**config.mk**
```make
export PLATFORM = sky130hd
export DESIGN_NAME = axi_stream_input
export DESIGN_NICKNAME = d
export VERILOG_FILES = /design/src/rtl/axi_stream_input.sv
export SDC_FILE = /design/constraint.sdc
export NUM_CORES = 1
export LEC_CHECK = 0
export CAP_MARGIN = 5
export CORE_MARGIN = 10
export CORE_UTILIZATION = 55
export DETAILED_ROUTE_END_ITERATION = 10
export DONT_BUFFER_PORTS = 1
export PLACE_DENSITY = 0.7
export RECOVER_POWER = 50
export SETUP_SLACK_MARGIN = 0.2
export SLEW_MARGIN = 40
export SYNTH_ARGS = -nofsm -noshare
export SYNTH_HDL_FRONTEND = slang
export SYNTH_SLANG_ARGS = --single-unit
```
**constraint.sdc**
```tcl
create_clock -name s_axis_aclk -period 7 [get_ports s_axis_aclk]
set_clock_uncertainty 0.1 [all_clocks]
set_input_delay 2.1 -clock s_axis_aclk [delete_from_list [all_inputs] [get_ports s_axis_aclk]]
set_output_delay 2.1 -clock s_axis_aclk [all_outputs]
set_load 0.01 [all_outputs]
```
**src/rtl/axi_stream_input.sv**
```systemverilog
// AXI4-Stream slave: packs DATA_WIDTH beats into SRAM_WIDTH words and writes them to the input SRAM.
// Optional tlast checking (rx_error port) is enabled by defining AXIS_IN_TLAST_CHECK_EN.
module axi_stream_input #(
  parameter int ADDR_WIDTH         = 13,
  parameter int DATA_WIDTH         = 8,
  parameter int SRAM_WIDTH         = 64,
  parameter int MAX_ADDR_WIDTH     = 18,
  parameter int NUM_CHANNELS_WIDTH = $clog2(64 + 1)
) (
  input  logic                          s_axis_aclk,
  input  logic                          s_axis_aresetn,
  input  logic [DATA_WIDTH-1:0]         s_axis_tdata,
  input  logic                          s_axis_tvalid,
  output logic                          s_axis_tready,
  input  logic                          s_axis_tlast,
  input  logic [NUM_CHANNELS_WIDTH-1:0] s_axis_tuser,
  output logic                          sram_in_en,
  output logic [ADDR_WIDTH-1:0]         sram_in_addr,
  output logic [SRAM_WIDTH-1:0]         sram_in_data_in,
  input  logic                          start_input,
  input  logic [MAX_ADDR_WIDTH-1:0]     in_size,
  input  logic [ADDR_WIDTH-1:0]         base_addr,
  output logic                          busy,
  output logic                          input_done,
`ifdef AXIS_IN_TLAST_CHECK_EN
  output logic                          rx_error,
`endif
  output logic [NUM_CHANNELS_WIDTH-1:0] num_channels
);

  localparam int PACK   = SRAM_WIDTH / DATA_WIDTH;
  localparam int LANE_W = (PACK > 1) ? $clog2(PACK) : 1;

  typedef enum logic [1:0] {S_IDLE, S_RECV, S_DONE} state_t;

  state_t                          r_state, w_next_state;
  logic                            r_tready, r_busy, r_done, r_wr_en;
  logic [ADDR_WIDTH-1:0]           r_wr_addr, r_addr;
  logic [SRAM_WIDTH-1:0]           r_wr_data, r_pack, w_pack;
  logic [MAX_ADDR_WIDTH-1:0]       r_size, r_beat_cnt;
  logic [LANE_W-1:0]               r_lane;
  logic [NUM_CHANNELS_WIDTH-1:0]   r_num_ch;
  logic                            w_start, w_hs, w_cnt_last, w_final, w_flush;

  assign w_start    = (r_state == S_IDLE) && start_input;
  assign w_hs       = (r_state == S_RECV) && r_tready && s_axis_tvalid;
  assign w_cnt_last = (r_beat_cnt == r_size - 1'b1);
  assign w_flush    = (r_lane == LANE_W'(PACK - 1)) || w_final;

`ifdef AXIS_IN_TLAST_CHECK_EN
  logic r_rx_error;

  assign w_final  = w_cnt_last || s_axis_tlast;
  assign rx_error = r_rx_error;

  // Flags both an early tlast and a missing tlast on the counted last beat.
  always_ff @(posedge s_axis_aclk or negedge s_axis_aresetn) begin
    if (!s_axis_aresetn) begin
      r_rx_error <= 1'b0;
    end else if (w_start) begin
      r_rx_error <= 1'b0;
    end else if (w_hs && (s_axis_tlast != w_cnt_last)) begin
      r_rx_error <= 1'b1;
    end
  end
`else
  logic w_unused_tlast;

  assign w_final        = w_cnt_last;
  assign w_unused_tlast = s_axis_tlast;
`endif

  // Current beat merged into the pack register; the register is cleared after
  // every write, so a partial final word is zero-padded automatically.
  always_comb begin
    w_pack = r_pack;
    w_pack[int'(r_lane) * DATA_WIDTH +: DATA_WIDTH] = s_axis_tdata;
  end

  always_comb begin
    w_next_state = r_state;
    case (r_state)
      S_IDLE:  if (start_input) w_next_state = (in_size == '0) ? S_DONE : S_RECV;
      S_RECV:  if (w_hs && w_final) w_next_state = S_DONE;
      S_DONE:  w_next_state = S_IDLE;
      default: w_next_state = S_IDLE;
    endcase
  end

  always_ff @(posedge s_axis_aclk or negedge s_axis_aresetn) begin
    if (!s_axis_aresetn) begin
      r_state <= S_IDLE;
    end else begin
      r_state <= w_next_state;
    end
  end

  always_ff @(posedge s_axis_aclk or negedge s_axis_aresetn) begin
    if (!s_axis_aresetn) begin
      r_tready   <= 1'b0;
      r_busy     <= 1'b0;
      r_done     <= 1'b0;
      r_wr_en    <= 1'b0;
      r_wr_addr  <= '0;
      r_wr_data  <= '0;
      r_addr     <= '0;
      r_pack     <= '0;
      r_size     <= '0;
      r_beat_cnt <= '0;
      r_lane     <= '0;
      r_num_ch   <= '0;
    end else begin
      r_tready <= (w_next_state == S_RECV);
      r_busy   <= (w_next_state != S_IDLE);
      r_done   <= (w_next_state == S_DONE);
      r_wr_en  <= 1'b0;
      if (w_start) begin
        r_size     <= in_size;
        r_addr     <= base_addr;
        r_lane     <= '0;
        r_beat_cnt <= '0;
        r_pack     <= '0;
      end else if (w_hs) begin
        r_beat_cnt <= r_beat_cnt + 1'b1;
        if (r_beat_cnt == '0) r_num_ch <= s_axis_tuser;
        if (w_flush) begin
          r_wr_en   <= 1'b1;
          r_wr_addr <= r_addr;
          r_wr_data <= w_pack;
          r_addr    <= r_addr + 1'b1;
          r_pack    <= '0;
          r_lane    <= '0;
        end else begin
          r_pack <= w_pack;
          r_lane <= r_lane + 1'b1;
        end
      end
    end
  end

  assign s_axis_tready   = r_tready;
  assign sram_in_en      = r_wr_en;
  assign sram_in_addr    = r_wr_addr;
  assign sram_in_data_in = r_wr_data;
  assign busy            = r_busy;
  assign input_done      = r_done;
  assign num_channels    = r_num_ch;

endmodule

```
Yosys cells after proc, flatten, opt, wreduce, memory -nomap -nowiden
Index checks and enable logic that the tools add are counted.

word-level totals
  word-level logic and storage cells = 59
  register bits = 206
  input port bits = 51
  output and inout bits = 88

cells by class
  shifts and indexed selects = 2
  bitwise operators = 1
  reductions and logical operators = 14
  $add $sub $neg = 5
  equal/unequal tests = 5
  muxes and demuxes = 19

operators by type and width
  cell                                                                     count
  64-bit 2-to-1 mux                                                        3
  64-bit bitwise mux                                                       1
  8-bit by 33-bit variable shift with 64-bit output, first input constant  1
  8-bit by 33-bit indexed part select with 64-bit output                   1
  13-bit 2-to-1 mux                                                        3
  18-bit zero test                                                         2
  18-bit 2-to-1 mux                                                        2
  6-bit negation with 33-bit output                                        1
  18-bit by 1-bit adder with 18-bit output, second input constant          1
  18-bit == test                                                           1
  18-bit by 1-bit subtractor with 18-bit output, second input constant     1
  13-bit by 1-bit adder with 13-bit output, second input constant          1
  3-bit 2-to-1 mux                                                         3
  2-bit 2-to-1 mux                                                         3
  3-bit AND reduction                                                      2
  2-bit nonzero test                                                       3
  2-bit by 1-bit == test with 1-bit output, second input constant          2
  1-bit logical AND                                                        4
  2-bit one-hot mux with 2 select lines                                    1
  3-bit by 1-bit adder with 3-bit output, second input constant            1
  3-bit == test, second input constant                                     1
  1-bit 2-to-1 mux                                                         3
  2-bit == test, second input constant                                     1
  2-bit zero test                                                          1
  other kinds (3)                                                          3

Logic depth before layout (Yosys ltp)
  depth after elaboration = 7
  gate-level depth with buffers = 12
  mapped depth without buffers = 10

Worst setup path before layout
OpenSTA, ideal clock, no wires.

  kind = input -> register
  start = in s_axis_tvalid
  end = reg r_num_ch[0], in the netlist num_channels[0]
  path slack = 3.022 ns
  library setup time = 0.125 ns
  buffers on the path = 1
  cell stages on the path = 5
  required time = 6.775 ns
  arrival = 3.753 ns
  path through = and4b_1 > clkbuf_1 > nand4_1 > nor4_1 > mux2_2

between the ends
  longest elaborated chain between the ends = 2

RTL lines
  element                               RTL line  source
  start: declaration                    13        input logic s_axis_tvalid,
  1-bit logical AND                     46        assign w_hs = (r_state == S_RECV) && r_tready && s_axis_tvalid;
  3-bit AND reduction (no source line)  --
  end signal: assignment                125       if (r_beat_cnt == '0) r_num_ch <= s_axis_tuser;
  end: declaration                      42        logic [NUM_CHANNELS_WIDTH-1:0] r_num_ch;

No other way between the ends.
A chain may end at the register's enable or synchronous reset.

Final worst setup path
  start = in start_input
  end = reg r_pack[7]

between the ends
  longest elaborated chain between the ends = 2

RTL lines
  element                                                  RTL line  source
  start: declaration                                       20        input logic start_input,
  1-bit logical AND *                                      45        assign w_start = (r_state == S_IDLE) && start_input;
  64-bit 2-to-1 mux or 2-bit nonzero test (tied branches)  --
  end signal: assignment                                   134       r_pack <= w_pack;
  end: declaration                                         39        logic [SRAM_WIDTH-1:0] r_wr_data, r_pack, w_pack;

Mark *: on every way between the ends. The rest lies on a longest branch, timed or not.

==> summary.json <==
{
  "run_status": "finished with violations",
  "failed_checks": "capacitance limit, slew limit",
  "die_area_um2": 23200,
  "cp_num_buf_inv": 0,
  "total_area_of_multi_input_combinational_cells_um2": 4150,
  "end_kind": "flop",
  "vdd.ir_drop.worst_v": 0.000247,
  "setup_tns_ps": 0,
  "via_per_inst": 6.27,
  "port_buffers": 0,
  "area_share_of_the_leading_cell_type_in_the_synthesized_netlist_pct": 53.6,
  "syn_inst": 903,
  "post-dp-hpwl_mm": 15.9,
  "final-max-slew-violation-count": 57,
  "clk_root_buffer_cell": "clkbuf_16",
  "timing.max_cap.violations": 1,
  "n_antenna_cell": 0,
  "die_x_um": 152,
  "mostFrequentLayoutCell": "dfrtp_1",
  "ctsHoldBuffers": 0,
  "count_of_vias_placed_by_the_detailed_router": 6979,
  "antenna_found_initial": 0,
  "gp_congestion": 0.863,
  "synth_area_leaders": "dfrtp_1 (54%), nor2_1 (4.1%), a21oi_1 (3.8%)",
  "grt_util_all_layers_pct": 19.7,
  "most_frequent_cells_in_the_layout": "dfrtp_1 (206), nor2_1 (104), nand2_1 (95)",
  "tritoncts": "done",
  "worst_tran_pin_value_ps": 2710,
  "max_freq_mhz": 204,
  "detail_route.iter0.violations": 506,
  "max_slew_margin_pct": -80.7,
  "pin_count_of_the_biggest_net_entering_global_routing": 207,
  "drive_above_1_share_pct": 10.8,
  "powerDensity_nw_per_um2": 417,
  "firstDrtPassIters": 5,
  "synth-edff-count": 0,
  "cts.reportedPaths.clkPinSlew_ps": 60,
  "finalWirelength_mm": 23.6,
  "p_sw_uw": 1540,
  "report.power.total_uw": 4370,
  "gr-total-overflow": 0,
  "buffers_inserted_by_post_cts_timing_repair": 0,
  "syn2layout_area_growth_pct": 8.70,
  "arrival_ps": 5220,
  "sequential_cell_area_um2": 5150,
  "dr_drc_count": 0,
  "total_leakage_power_uw": 0.00454,
  "filler_cells": 1423,
  "cpPeakStageDelay_ps": 1930,
  "mappedNetlistNets": 965,
  "critPathLaunchType": "input port",
  "power.switching_fraction_pct": 35.2,
  "cts_resized": 0,
  "grt_first_pass_wirelength_mm": 38.0,
  "internal_power_uw": 2830,
  "cp.required_ps": 7310,
  "setup_viol": 0,
  "yosys_warnings": 0,
  "std_cell_rows": 48,
  "synth_seq_area_share_pct": 53.6,
  "initial_utilization_pct": 55.8,
  "power.clock.fraction_pct": 27.5,
  "finalNetCount": 935,
  "grt_setup_unrepaired": "no",
  "ant_nets": 0,
  "postSynthAreaPerCell_um2": 10.7,
  "seqPwrFrac_pct": 47.8,
  "combined_area_of_all_synthesized_cells_um2": 9630,
  "cts.path.max_buffers": 3,
  "core_um2": 17200,
  "synth_ff_type": "dfrtp_1",
  "crit_chain": "and2_0, nor2_2, a21o_1, a32o_1",
  "cts_buffers": 23,
  "cts_sink_count": 206,
  "worstSetupPathType": "input port to flop",
  "ys_async_sr_fraction_pct": 100,
  "timing_hold_violations_final": 0,
  "critical-path-slowest-cell": "and2_0",
  "worst_path_dominant_cell_family": "simple AND/OR/NAND/NOR gates",
  "ctsHtreeMaxLevel": 1,
  "hold_path.class": "flop to flop",
  "layout_worst_path_cycle_share_pct": 70.1,
  "timing.final.crit_period_ps": 4910,
  "insertion_delay_ps": 520,
  "io-pin-count": 139,
  "wire_length_per_cell_after_detailed_routing_um": 21.2,
  "number_of_global_route_vias_before_repair": 6760,
  "synth_cell_type_count": 71,
  "comb_power_share_pct": 24.7,
  "critical_path_peak_fanout": 56,
  "synth_seq_cells": 206,
  "die-height_um": 152,
  "netlist.top_cell.by_area": "dfrtp_1"
}
-- state kept, by name, summed over array words and instances (netlist names) --
register,flops
r_pack,64
sram_in_data_in,64
r_beat_cnt,18
r_size,18
r_addr,13
sram_in_addr,13
num_channels,7
r_lane,3
r_state,2
busy,1
input_done,1
s_axis_tready,1
sram_in_en,1
-- worst paths after layout --
kind	slack, ps	endpoint	cells past startpoint	from
setup / recovery	2090	r_pack[7]	4	start_input
max in group asynchronous	5400	sram_in_data_in[29]	0	s_axis_aresetn
setup reg to reg	2940	sram_in_data_in[18]	13	r_size[0]
hold / removal	390	r_pack[29]	1	r_pack[29]
hold reg to reg	390	r_pack[29]	1	r_pack[29]
min in group asynchronous	1180	sram_in_addr[8]	0	s_axis_aresetn
-- power groups by stage --
stage	clock network, uW	registers [uW]	logic (uW)
after floorplan	0	1960	910
after global placement	0	2100	1020
after detailed placement	0	2120	1060
after CTS	1230	2100	1070
after global routing	1290	2150	1210
final	1200	2090	1080
-- routing by layer --
layer | share of wire (%) | track usage [%] | vias to the layer above
li1 | - | - | 3220
met1 | 43 | 26.4 | 3520
met2 | 48 | 31.1 | 206
met3 | 7.9 | 5.25 | 33
met4 | 1.7 | 4.31 | 0
met5 | 0 | 0 | -
-- cell usage after synthesis, types with 8 or more instances --
library cell	count
o21ai_0	21
a32o_1	37
mux2_2	20
dfrtp_1	206
nor3_1	12
buf_2	11
a22o_1	24
ha_1	11
buf_4	10
mux2i_1	18
nand2_1	95
and3_1	10
xor2_1	27
clkbuf_1	29
nor4_1	8
a21oi_1	74
nor2_1	106
nand3_1	11
a22oi_1	44
inv_1	12
xnor2_1	15
a31oi_1	9
-- cell families (layout without fill, tap and decap cells) --
logic type                 Yosys count  after routing  share of synthesized area (%)
and+or+nand+nor                    290            290                           14.6
AOI/OAI and AO/OA                  243            243                           18.8
DFF                                206            206                           53.6
buffers and inverters               73             58                           3.63
xor gates and xnor gates            42             42                           3.82
muxes                               38             38                           4.21
adders and majority gates           11             11                           1.43
-- layout make-up --
type | instances | area share (%)
multi-input combinational | 624 | 39.7
inverter | 12 | 0.431
sequential | 206 | 49.3
timing repair buffer | 6 | 0.658
clock buffer | 29 | 6.10
clock inverter | 11 | 1.18
tap | 225 | 2.69
-- stage by stage --
step | hold WS (ps) | instance area [um^2] | instances | util (%) | setup WS (ps)
2_1_floorplan | 356 | 9630 | 903 | - | 3020
3_3_place_gp | 372 | 9660 | 1071 | 56.0 | 2560
3_5_place_dp | 382 | 9690 | 1073 | 56.2 | 2790
4_1_cts | 395 | 10500 | 1113 | 60.7 | 2960
5_1_grt | 402 | 10500 | 1113 | 60.7 | 1730
6_report | 393 | 10500 | 1113 | 60.7 | 2090
Note: power is estimated with default switching activity, not from simulation.
